<file path="src/rtl/mips_instr_encoder_if.sv">
// Mnemonic/opcode package plus the encoder's control, input-beat and output-stream bus.
// The encoder drives the slave side; a program loader or bench drives the master side.
package mips_pkg;
  typedef enum logic [4:0] {
    NEM_ZERO, ADD, ADDI, ADDIU, AND, BEQ, JUMP, LW,
    OR, SLT, SUB, SW, XOR, ABS, NOR, SLL
  } t_instr_pnmen;

  localparam logic [5:0] OP_ZERO  = 6'h00;
  localparam logic [5:0] OP_JUMP  = 6'h02;
  localparam logic [5:0] OP_BEQ   = 6'h04;
  localparam logic [5:0] OP_ADDI  = 6'h08;
  localparam logic [5:0] OP_ADDIU = 6'h09;
  localparam logic [5:0] OP_ABS   = 6'h1C;
  localparam logic [5:0] OP_LW    = 6'h23;
  localparam logic [5:0] OP_SW    = 6'h2B;

  localparam logic [5:0] FN_ADD = 6'h20;
  localparam logic [5:0] FN_SUB = 6'h22;
  localparam logic [5:0] FN_AND = 6'h24;
  localparam logic [5:0] FN_OR  = 6'h25;
  localparam logic [5:0] FN_XOR = 6'h26;
  localparam logic [5:0] FN_SLT = 6'h2A;
endpackage

interface mips_instr_encoder_if #(parameter int ADDR_W = 8);
  logic                     start;
  logic [ADDR_W-1:0]        base_addr;
  logic                     in_valid;
  logic                     in_ready;
  logic                     in_last;
  mips_pkg::t_instr_pnmen   in_mnem;
  logic [4:0]               in_rs;
  logic [4:0]               in_rt;
  logic [4:0]               in_rd;
  logic [15:0]              in_imm;
  logic [25:0]              in_target;
  logic                     out_valid;
  logic                     out_ready;
  logic [ADDR_W-1:0]        out_addr;
  logic [31:0]              out_word;
  logic                     busy;
  logic                     done;
  logic [ADDR_W:0]          word_count;
  logic                     err_op;
  logic                     err_wrap;

  modport master (
    output start, base_addr, in_valid, in_last, in_mnem, in_rs, in_rt, in_rd,
           in_imm, in_target, out_ready,
    input  in_ready, out_valid, out_addr, out_word, busy, done, word_count,
           err_op, err_wrap
  );

  modport slave (
    input  start, base_addr, in_valid, in_last, in_mnem, in_rs, in_rt, in_rd,
           in_imm, in_target, out_ready,
    output in_ready, out_valid, out_addr, out_word, busy, done, word_count,
           err_op, err_wrap
  );
endinterface

</file>
<file path="src/rtl/mips_instr_encoder.sv">
// Packs mnemonic+fields into MIPS words and streams {addr, word} through a small registered FIFO.
// Optional MIPS_ENC_DELAY_SLOT_EN: pad a NOP after every BEQ/JUMP.
module mips_instr_encoder
  import mips_pkg::*;
#(
  parameter int ADDR_W     = 8,
  parameter int ADDR_STEP  = 4,
  parameter int FIFO_DEPTH = 2
) (
  input  logic                  clk,
  input  logic                  rst_n,
  mips_instr_encoder_if.slave   bus
);

  localparam int PW = $clog2(FIFO_DEPTH);

  typedef struct packed {
    logic [ADDR_W-1:0] addr;
    logic [31:0]       word;
  } t_ent;

  typedef enum logic [2:0] {ST_IDLE, ST_RUN, ST_SLOT, ST_DRAIN, ST_DONE} t_state;

  t_state            r_state, w_state_nxt;
  t_ent              r_mem [FIFO_DEPTH];
  logic [PW:0]       r_wptr, r_rptr;
  logic [ADDR_W-1:0] r_addr;
  logic [ADDR_W:0]   r_count;
  logic              r_err_op, r_err_wrap;

  logic              w_empty, w_full, w_push, w_pop, w_accept, w_bad, w_in_ready;
  logic [31:0]       w_word;
  t_ent              w_ent;
  logic [ADDR_W:0]   w_addr_sum;

  assign w_empty    = (r_wptr == r_rptr);
  assign w_full     = (r_wptr[PW] != r_rptr[PW]) && (r_wptr[PW-1:0] == r_rptr[PW-1:0]);
  assign w_pop      = !w_empty && bus.out_ready;
  assign w_accept   = (r_state == ST_RUN) && bus.in_valid && !w_full;
  // Carry out of the address adder is the wrap indication.
  assign w_addr_sum = {1'b0, r_addr} + (ADDR_W+1)'(ADDR_STEP);

  always_comb begin
    w_word = 32'h0;
    w_bad  = 1'b0;
    case (bus.in_mnem)
      ADD:      w_word = {OP_ZERO, bus.in_rs, bus.in_rt, bus.in_rd, 5'b0, FN_ADD};
      AND:      w_word = {OP_ZERO, bus.in_rs, bus.in_rt, bus.in_rd, 5'b0, FN_AND};
      OR:       w_word = {OP_ZERO, bus.in_rs, bus.in_rt, bus.in_rd, 5'b0, FN_OR};
      SLT:      w_word = {OP_ZERO, bus.in_rs, bus.in_rt, bus.in_rd, 5'b0, FN_SLT};
      SUB:      w_word = {OP_ZERO, bus.in_rs, bus.in_rt, bus.in_rd, 5'b0, FN_SUB};
      XOR:      w_word = {OP_ZERO, bus.in_rs, bus.in_rt, bus.in_rd, 5'b0, FN_XOR};
      ADDI:     w_word = {OP_ADDI,  bus.in_rs, bus.in_rt, bus.in_imm};
      ADDIU:    w_word = {OP_ADDIU, bus.in_rs, bus.in_rt, bus.in_imm};
      BEQ:      w_word = {OP_BEQ,   bus.in_rs, bus.in_rt, bus.in_imm};
      LW:       w_word = {OP_LW,    bus.in_rs, bus.in_rt, bus.in_imm};
      SW:       w_word = {OP_SW,    bus.in_rs, bus.in_rt, bus.in_imm};
      JUMP:     w_word = {OP_JUMP,  bus.in_target};
      ABS:      w_word = {OP_ABS,   bus.in_rs, bus.in_rt, 16'h0};
      NEM_ZERO: w_word = 32'h0;
      default:  w_bad  = 1'b1;
    endcase
  end

`ifdef MIPS_ENC_DELAY_SLOT_EN
  logic r_slot_last;
  logic w_is_br;
  assign w_is_br = (bus.in_mnem == BEQ) || (bus.in_mnem == JUMP);

  always_ff @(posedge clk or negedge rst_n) begin
    if (!rst_n)        r_slot_last <= 1'b0;
    else if (w_accept) r_slot_last <= bus.in_last;
  end
`endif

  always_comb begin
    w_state_nxt = r_state;
    w_in_ready  = 1'b0;
    w_push      = 1'b0;
    w_ent       = '{addr: r_addr, word: w_word};
    case (r_state)
      ST_IDLE:  if (bus.start) w_state_nxt = ST_RUN;
      ST_RUN: begin
        w_in_ready = !w_full;
        if (w_accept) begin
          w_push = 1'b1;
`ifdef MIPS_ENC_DELAY_SLOT_EN
          if (w_is_br)          w_state_nxt = ST_SLOT;
          else if (bus.in_last) w_state_nxt = ST_DRAIN;
`else
          if (bus.in_last) w_state_nxt = ST_DRAIN;
`endif
        end
      end
`ifdef MIPS_ENC_DELAY_SLOT_EN
      ST_SLOT: begin
        w_ent.word = 32'h0;
        if (!w_full) begin
          w_push      = 1'b1;
          w_state_nxt = r_slot_last ? ST_DRAIN : ST_RUN;
        end
      end
`endif
      ST_DRAIN: if (w_empty) w_state_nxt = ST_DONE;
      ST_DONE:  w_state_nxt = ST_IDLE;
      default:  w_state_nxt = ST_IDLE;
    endcase
  end

  always_ff @(posedge clk or negedge rst_n) begin
    if (!rst_n) r_state <= ST_IDLE;
    else        r_state <= w_state_nxt;
  end

  always_ff @(posedge clk or negedge rst_n) begin
    if (!rst_n) begin
      r_addr     <= '0;
      r_count    <= '0;
      r_err_op   <= 1'b0;
      r_err_wrap <= 1'b0;
    end else if (r_state == ST_IDLE) begin
      if (bus.start) begin
        r_addr     <= bus.base_addr;
        r_count    <= '0;
        r_err_op   <= 1'b0;
        r_err_wrap <= 1'b0;
      end
    end else begin
      if (w_push) begin
        r_addr  <= w_addr_sum[ADDR_W-1:0];
        r_count <= r_count + (ADDR_W+1)'(1);
        if (w_addr_sum[ADDR_W]) r_err_wrap <= 1'b1;
      end
      if (w_accept && w_bad) r_err_op <= 1'b1;
    end
  end

  always_ff @(posedge clk or negedge rst_n) begin
    if (!rst_n) begin
      r_wptr <= '0;
      r_rptr <= '0;
      for (int i = 0; i < FIFO_DEPTH; i++) r_mem[i] <= '0;
    end else begin
      if (w_push) begin
        r_mem[r_wptr[PW-1:0]] <= w_ent;
        r_wptr                <= r_wptr + (PW+1)'(1);
      end
      if (w_pop) r_rptr <= r_rptr + (PW+1)'(1);
    end
  end

  assign bus.in_ready   = w_in_ready;
  assign bus.out_valid  = !w_empty;
  assign bus.out_addr   = r_mem[r_rptr[PW-1:0]].addr;
  assign bus.out_word   = r_mem[r_rptr[PW-1:0]].word;
  assign bus.busy       = (r_state != ST_IDLE);
  assign bus.done       = (r_state == ST_DONE);
  assign bus.word_count = r_count;
  assign bus.err_op     = r_err_op;
  assign bus.err_wrap   = r_err_wrap;

endmodule

</file>
<file path="src/flat_wrapper.sv">
// flat-port wrapper written by rule: the top's interface ports become plain ports
module mips_instr_encoder_flat import mips_pkg::*;
#(
  parameter int ADDR_W     = 8,
  parameter int ADDR_STEP  = 4,
  parameter int FIFO_DEPTH = 2
)
  (clk, rst_n, bus_start, bus_base_addr, bus_in_valid, bus_in_last, bus_in_mnem, bus_in_rs, bus_in_rt, bus_in_rd, bus_in_imm, bus_in_target, bus_out_ready, bus_in_ready, bus_out_valid, bus_out_addr, bus_out_word, bus_busy, bus_done, bus_word_count, bus_err_op, bus_err_wrap);
  mips_instr_encoder_if #(.ADDR_W(ADDR_W)) bus_i ();
  input  logic clk;
  input  logic rst_n;
  input wire logic [$bits(bus_i.start)-1:0] bus_start;
  input wire logic [$bits(bus_i.base_addr)-1:0] bus_base_addr;
  input wire logic [$bits(bus_i.in_valid)-1:0] bus_in_valid;
  input wire logic [$bits(bus_i.in_last)-1:0] bus_in_last;
  input wire logic [$bits(bus_i.in_mnem)-1:0] bus_in_mnem;
  input wire logic [$bits(bus_i.in_rs)-1:0] bus_in_rs;
  input wire logic [$bits(bus_i.in_rt)-1:0] bus_in_rt;
  input wire logic [$bits(bus_i.in_rd)-1:0] bus_in_rd;
  input wire logic [$bits(bus_i.in_imm)-1:0] bus_in_imm;
  input wire logic [$bits(bus_i.in_target)-1:0] bus_in_target;
  input wire logic [$bits(bus_i.out_ready)-1:0] bus_out_ready;
  output wire logic [$bits(bus_i.in_ready)-1:0] bus_in_ready;
  output wire logic [$bits(bus_i.out_valid)-1:0] bus_out_valid;
  output wire logic [$bits(bus_i.out_addr)-1:0] bus_out_addr;
  output wire logic [$bits(bus_i.out_word)-1:0] bus_out_word;
  output wire logic [$bits(bus_i.busy)-1:0] bus_busy;
  output wire logic [$bits(bus_i.done)-1:0] bus_done;
  output wire logic [$bits(bus_i.word_count)-1:0] bus_word_count;
  output wire logic [$bits(bus_i.err_op)-1:0] bus_err_op;
  output wire logic [$bits(bus_i.err_wrap)-1:0] bus_err_wrap;
  assign bus_i.start = bus_start;
  assign bus_i.base_addr = bus_base_addr;
  assign bus_i.in_valid = bus_in_valid;
  assign bus_i.in_last = bus_in_last;
  assign bus_i.in_mnem = bus_in_mnem;
  assign bus_i.in_rs = bus_in_rs;
  assign bus_i.in_rt = bus_in_rt;
  assign bus_i.in_rd = bus_in_rd;
  assign bus_i.in_imm = bus_in_imm;
  assign bus_i.in_target = bus_in_target;
  assign bus_i.out_ready = bus_out_ready;
  assign bus_in_ready = bus_i.in_ready;
  assign bus_out_valid = bus_i.out_valid;
  assign bus_out_addr = bus_i.out_addr;
  assign bus_out_word = bus_i.out_word;
  assign bus_busy = bus_i.busy;
  assign bus_done = bus_i.done;
  assign bus_word_count = bus_i.word_count;
  assign bus_err_op = bus_i.err_op;
  assign bus_err_wrap = bus_i.err_wrap;
  mips_instr_encoder #(.ADDR_W(ADDR_W), .ADDR_STEP(ADDR_STEP), .FIFO_DEPTH(FIFO_DEPTH)) u_core (.clk(clk), .rst_n(rst_n), .bus(bus_i));
endmodule
</file>
<file path="config.mk">
export PLATFORM = sky130hd
export DESIGN_NAME = mips_instr_encoder_flat
export DESIGN_NICKNAME = d
export VERILOG_FILES = /design/src/rtl/mips_instr_encoder_if.sv /design/src/rtl/mips_instr_encoder.sv /design/src/flat_wrapper.sv
export SDC_FILE = /design/constraint.sdc
export NUM_CORES = 1
export LEC_CHECK = 0
export CAP_MARGIN = 20
export CORE_ASPECT_RATIO = 1.4
export CORE_MARGIN = 5
export CORE_UTILIZATION = 50
export DETAILED_ROUTE_END_ITERATION = 8
export DONT_BUFFER_PORTS = 1
export PLACE_DENSITY = 0.69
export REMOVE_ABC_BUFFERS = 1
export SLEW_MARGIN = 20
export SYNTH_ARGS = -nofsm -noshare
export SYNTH_HDL_FRONTEND = slang
export SYNTH_SLANG_ARGS = --single-unit
</file>
<file path="constraint.sdc">
create_clock -name clk -period 2.85 [get_ports clk]
set_input_delay 0.57 -clock clk [delete_from_list [all_inputs] [get_ports clk]]
set_output_delay 0.57 -clock clk [all_outputs]
set_load 0.02 [all_outputs]
</file>
==> run summary <==
Status - finished, violations left
Failing checks - negative hold slack
CTS tree - yes
WL/cell - 19.5 um
DRT Pass-1 Iters - 4
Leakage Power - 2.47 nW
Clk_lat worst skew - 0.34 ns
Root Buffer - clkbuf_16
Hold Path Class - input pin to async pin
Vias in the first global route - 4138
Routed Antenna Nets - 0
Reg clk slew, reported paths - 0.07 ns
H-tree depth - 3
Register area share after synthesis - 50.3%
Largest net degree at the start of global routing - 107
Slew Viols, Final - 0
Simple-gate share of the synthesized area - 14.8%
Placed Cells - 636
Total global-route track usage - 20.2%
Critical path peak fanout - 24
Power Dens Cells - 1160 nW/um2
Synth warnings - 0
Leading cell type in the layout, fill and taps excluded - dfrtp_1
DRC viols - 0
WP data arrival - 1.89 ns
Final period util - 86.2%
Synth Register Bits - 106
Global route total overflow - 0
Syn-to-layout area delta - 8.80%
Final min period - 2.46 ns
Setup TNS - 0 ns
Proportion of synthesized area in mux cells - 11.3%
PortBufs - 0
DIE WIDTH - 96.8 um
First-pass GRT wire length - 21100 um
Slew HR - 49.0%
Hold Vio Cnt, Final - 106
Post-synth EDFFs - 0
Unrepaired setup endpoints after global routing - no
Area of the mapped netlist - 5270 um2
Dpl hpwl - 8740 um
Final number of setup-violating endpoints - 0
Largest family of logic cells by synthesized area - compound AO/OA/AOI/OAI gates
Num CTS Buffers - 9
Worst setup SP type - flop
Fin Hold WS - -0.0814 ns
Peak supply drop - 0.448 mV
Synth Area in Compound Gates - 17.6%
Busiest grt layer - met2
GR Layer Usage met2 - 35.1%
Full die area - 12700 um2
Ant diodes - 0
Most used DFF post-synth - dfrtp_1
Nets - 587
Initial antenna violation count - 0
Initial Utilization - 50.9%
CTS resizes - 0
Mapped Cells - 525
Maxcap violations - 0
Syn avg cell area - 10.0 um2
Setup CP Type - flop to output pin
Post-Synth XOR/XNOR Area - 1.80%
Layout cells sized above 1 - 15.2%
Crit. End Element - output pin
Met3 Use GR - 3.92%
Fmax - 407 MHz
GPL Wtd Cong - 0.811
Fin cells - 652
Netlist cell types - 58
Ys async rst share - 100%
Rows - 44
Die Ht - 132 um
I/O Pins - 131
CTS Buffer Depth - 2
Worst-Margin Slew - 0.765 ns
Total Wirelength - 12700 um
Worst Path Required - 2.28 ns
Vias per cell - 6.03
Commonest cells after routing, fill and taps aside - dfrtp_1, nand2_1, mux2_2, o21ai_1, o21ai_0
Core Footprint - 10300 um2
Clk sinks - 106
GRT met1 Usage - 24.2%
Initial drt markers - 246
Via Count - 3933
Post-synthesis adder-cell area fraction - 0.475%
Clock Skew - 0.00676 ns
power by group:
group          switching (W)  internal, W  leakage, nW
clock network       0.000550     0.000823        0.166
logic                0.00172     0.000963        0.931
registers           0.000491      0.00212         1.37
per-stage QoR:
stage / hold slack [ns] / utilization, % / setup slack [ns] / area [um2] / total power [W]
2_1_floorplan: 0.274 / - / -0.675 / 5120 / 0.00461
3_3_place_gp: 0.280 / 52.1 / 0.619 / 5390 / 0.00520
3_5_place_dp: 0.279 / 52.2 / 0.676 / 5400 / 0.00534
4_1_cts: -0.0957 / 55.4 / 0.374 / 5740 / 0.00673
5_1_grt: -0.0968 / 55.4 / 0.327 / 5740 / 0.00711
6_report: -0.0814 / 55.4 / 0.393 / 5740 / 0.00666
sequential cells by signal, summed over array words and instances, names as in the netlist:
| signal | flops |
|---|---|
| u_core.bus.err_op | 1 |
| u_core.r_wptr | 2 |
| u_core.bus.word_count | 9 |
| u_core.r_state | 3 |
| u_core.bus.err_wrap | 1 |
| u_core.r_rptr | 2 |
| u_core.r_mem | 80 |
| u_core.r_addr | 8 |
final timing paths:
kind	from	end	slack (ns)	cells past startpoint
min in group clk	bus_base_addr[1]	u_core.r_addr[1]	0.33	2
setup / recovery	u_core.r_rptr[0]	bus_out_word[0]	0.39	3
setup reg to reg	u_core.r_wptr[0]	u_core.bus.word_count[3]	0.86	4
hold reg to reg	u_core.r_mem[13]	u_core.r_mem[13]	0.48	2
max in group asynchronous	rst_n	u_core.bus.word_count[7]	2.74	0
hold / removal	rst_n	u_core.r_mem[1]	-0.08	0
cells in the mapped netlist, types with 5 or more instances:
library cell	number	area share, %
dfrtp_1	106	50
nand2_1	91	6.5
mux2_2	40	8.5
o21ai_1	40	3.8
o21ai_0	31	2.9
clkbuf_1	15	1.1
buf_2	13	1.2
nor2_1	13	0.93
a22oi_1	12	1.7
inv_1	12	0.85
mux2_1	12	2.6
nand3_1	12	1.1
a21oi_1	11	1.0
nor3_1	10	0.95
a32oi_1	8	1.3
nand2b_1	8	0.95
nor2b_1	8	0.95
a31oi_1	7	0.83
a221oi_1	5	0.83
buf_1	5	0.36
o211ai_1	5	0.71
xnor2_1	5	0.83
cell families (layout without fill, tap and decap cells):
group	after synthesis	after routing
compound gates	141	141
xor+xnor	10	10
fa+ha+maj	2	2
buf+inv	47	36
flops	106	106
mux	53	53
simple gates	166	166
critical path: stages, from the launching register on:
cell,delay (ns)
dfrtp_2,0.37
buf_4,0.32
buf_4,0.39
mux2_2,0.44
layout make-up:
cell class              instances  area [um2]
flip-flops and latches        106        2650
inverters                      13        48.8
repair buffers                  7        77.6
clock inverters                 5        86.3
well taps                     138         173
clock buffers                  11         253
fillers                       937        4610
multi-input cells             372        2440
layer usage:
layer  wire length, um  vias up
met5                 0        -
met3               729       21
met4               235        0
met1              5000     1932
met2              6740      133
li1                  -     1847
what timing repair did:
action	CTS	global route
endpoints found under the setup margin	0	0
buffers inserted	0	0
hold endpoints to repair	106	106
No activity file was read; power rests on OpenSTA's default activity.
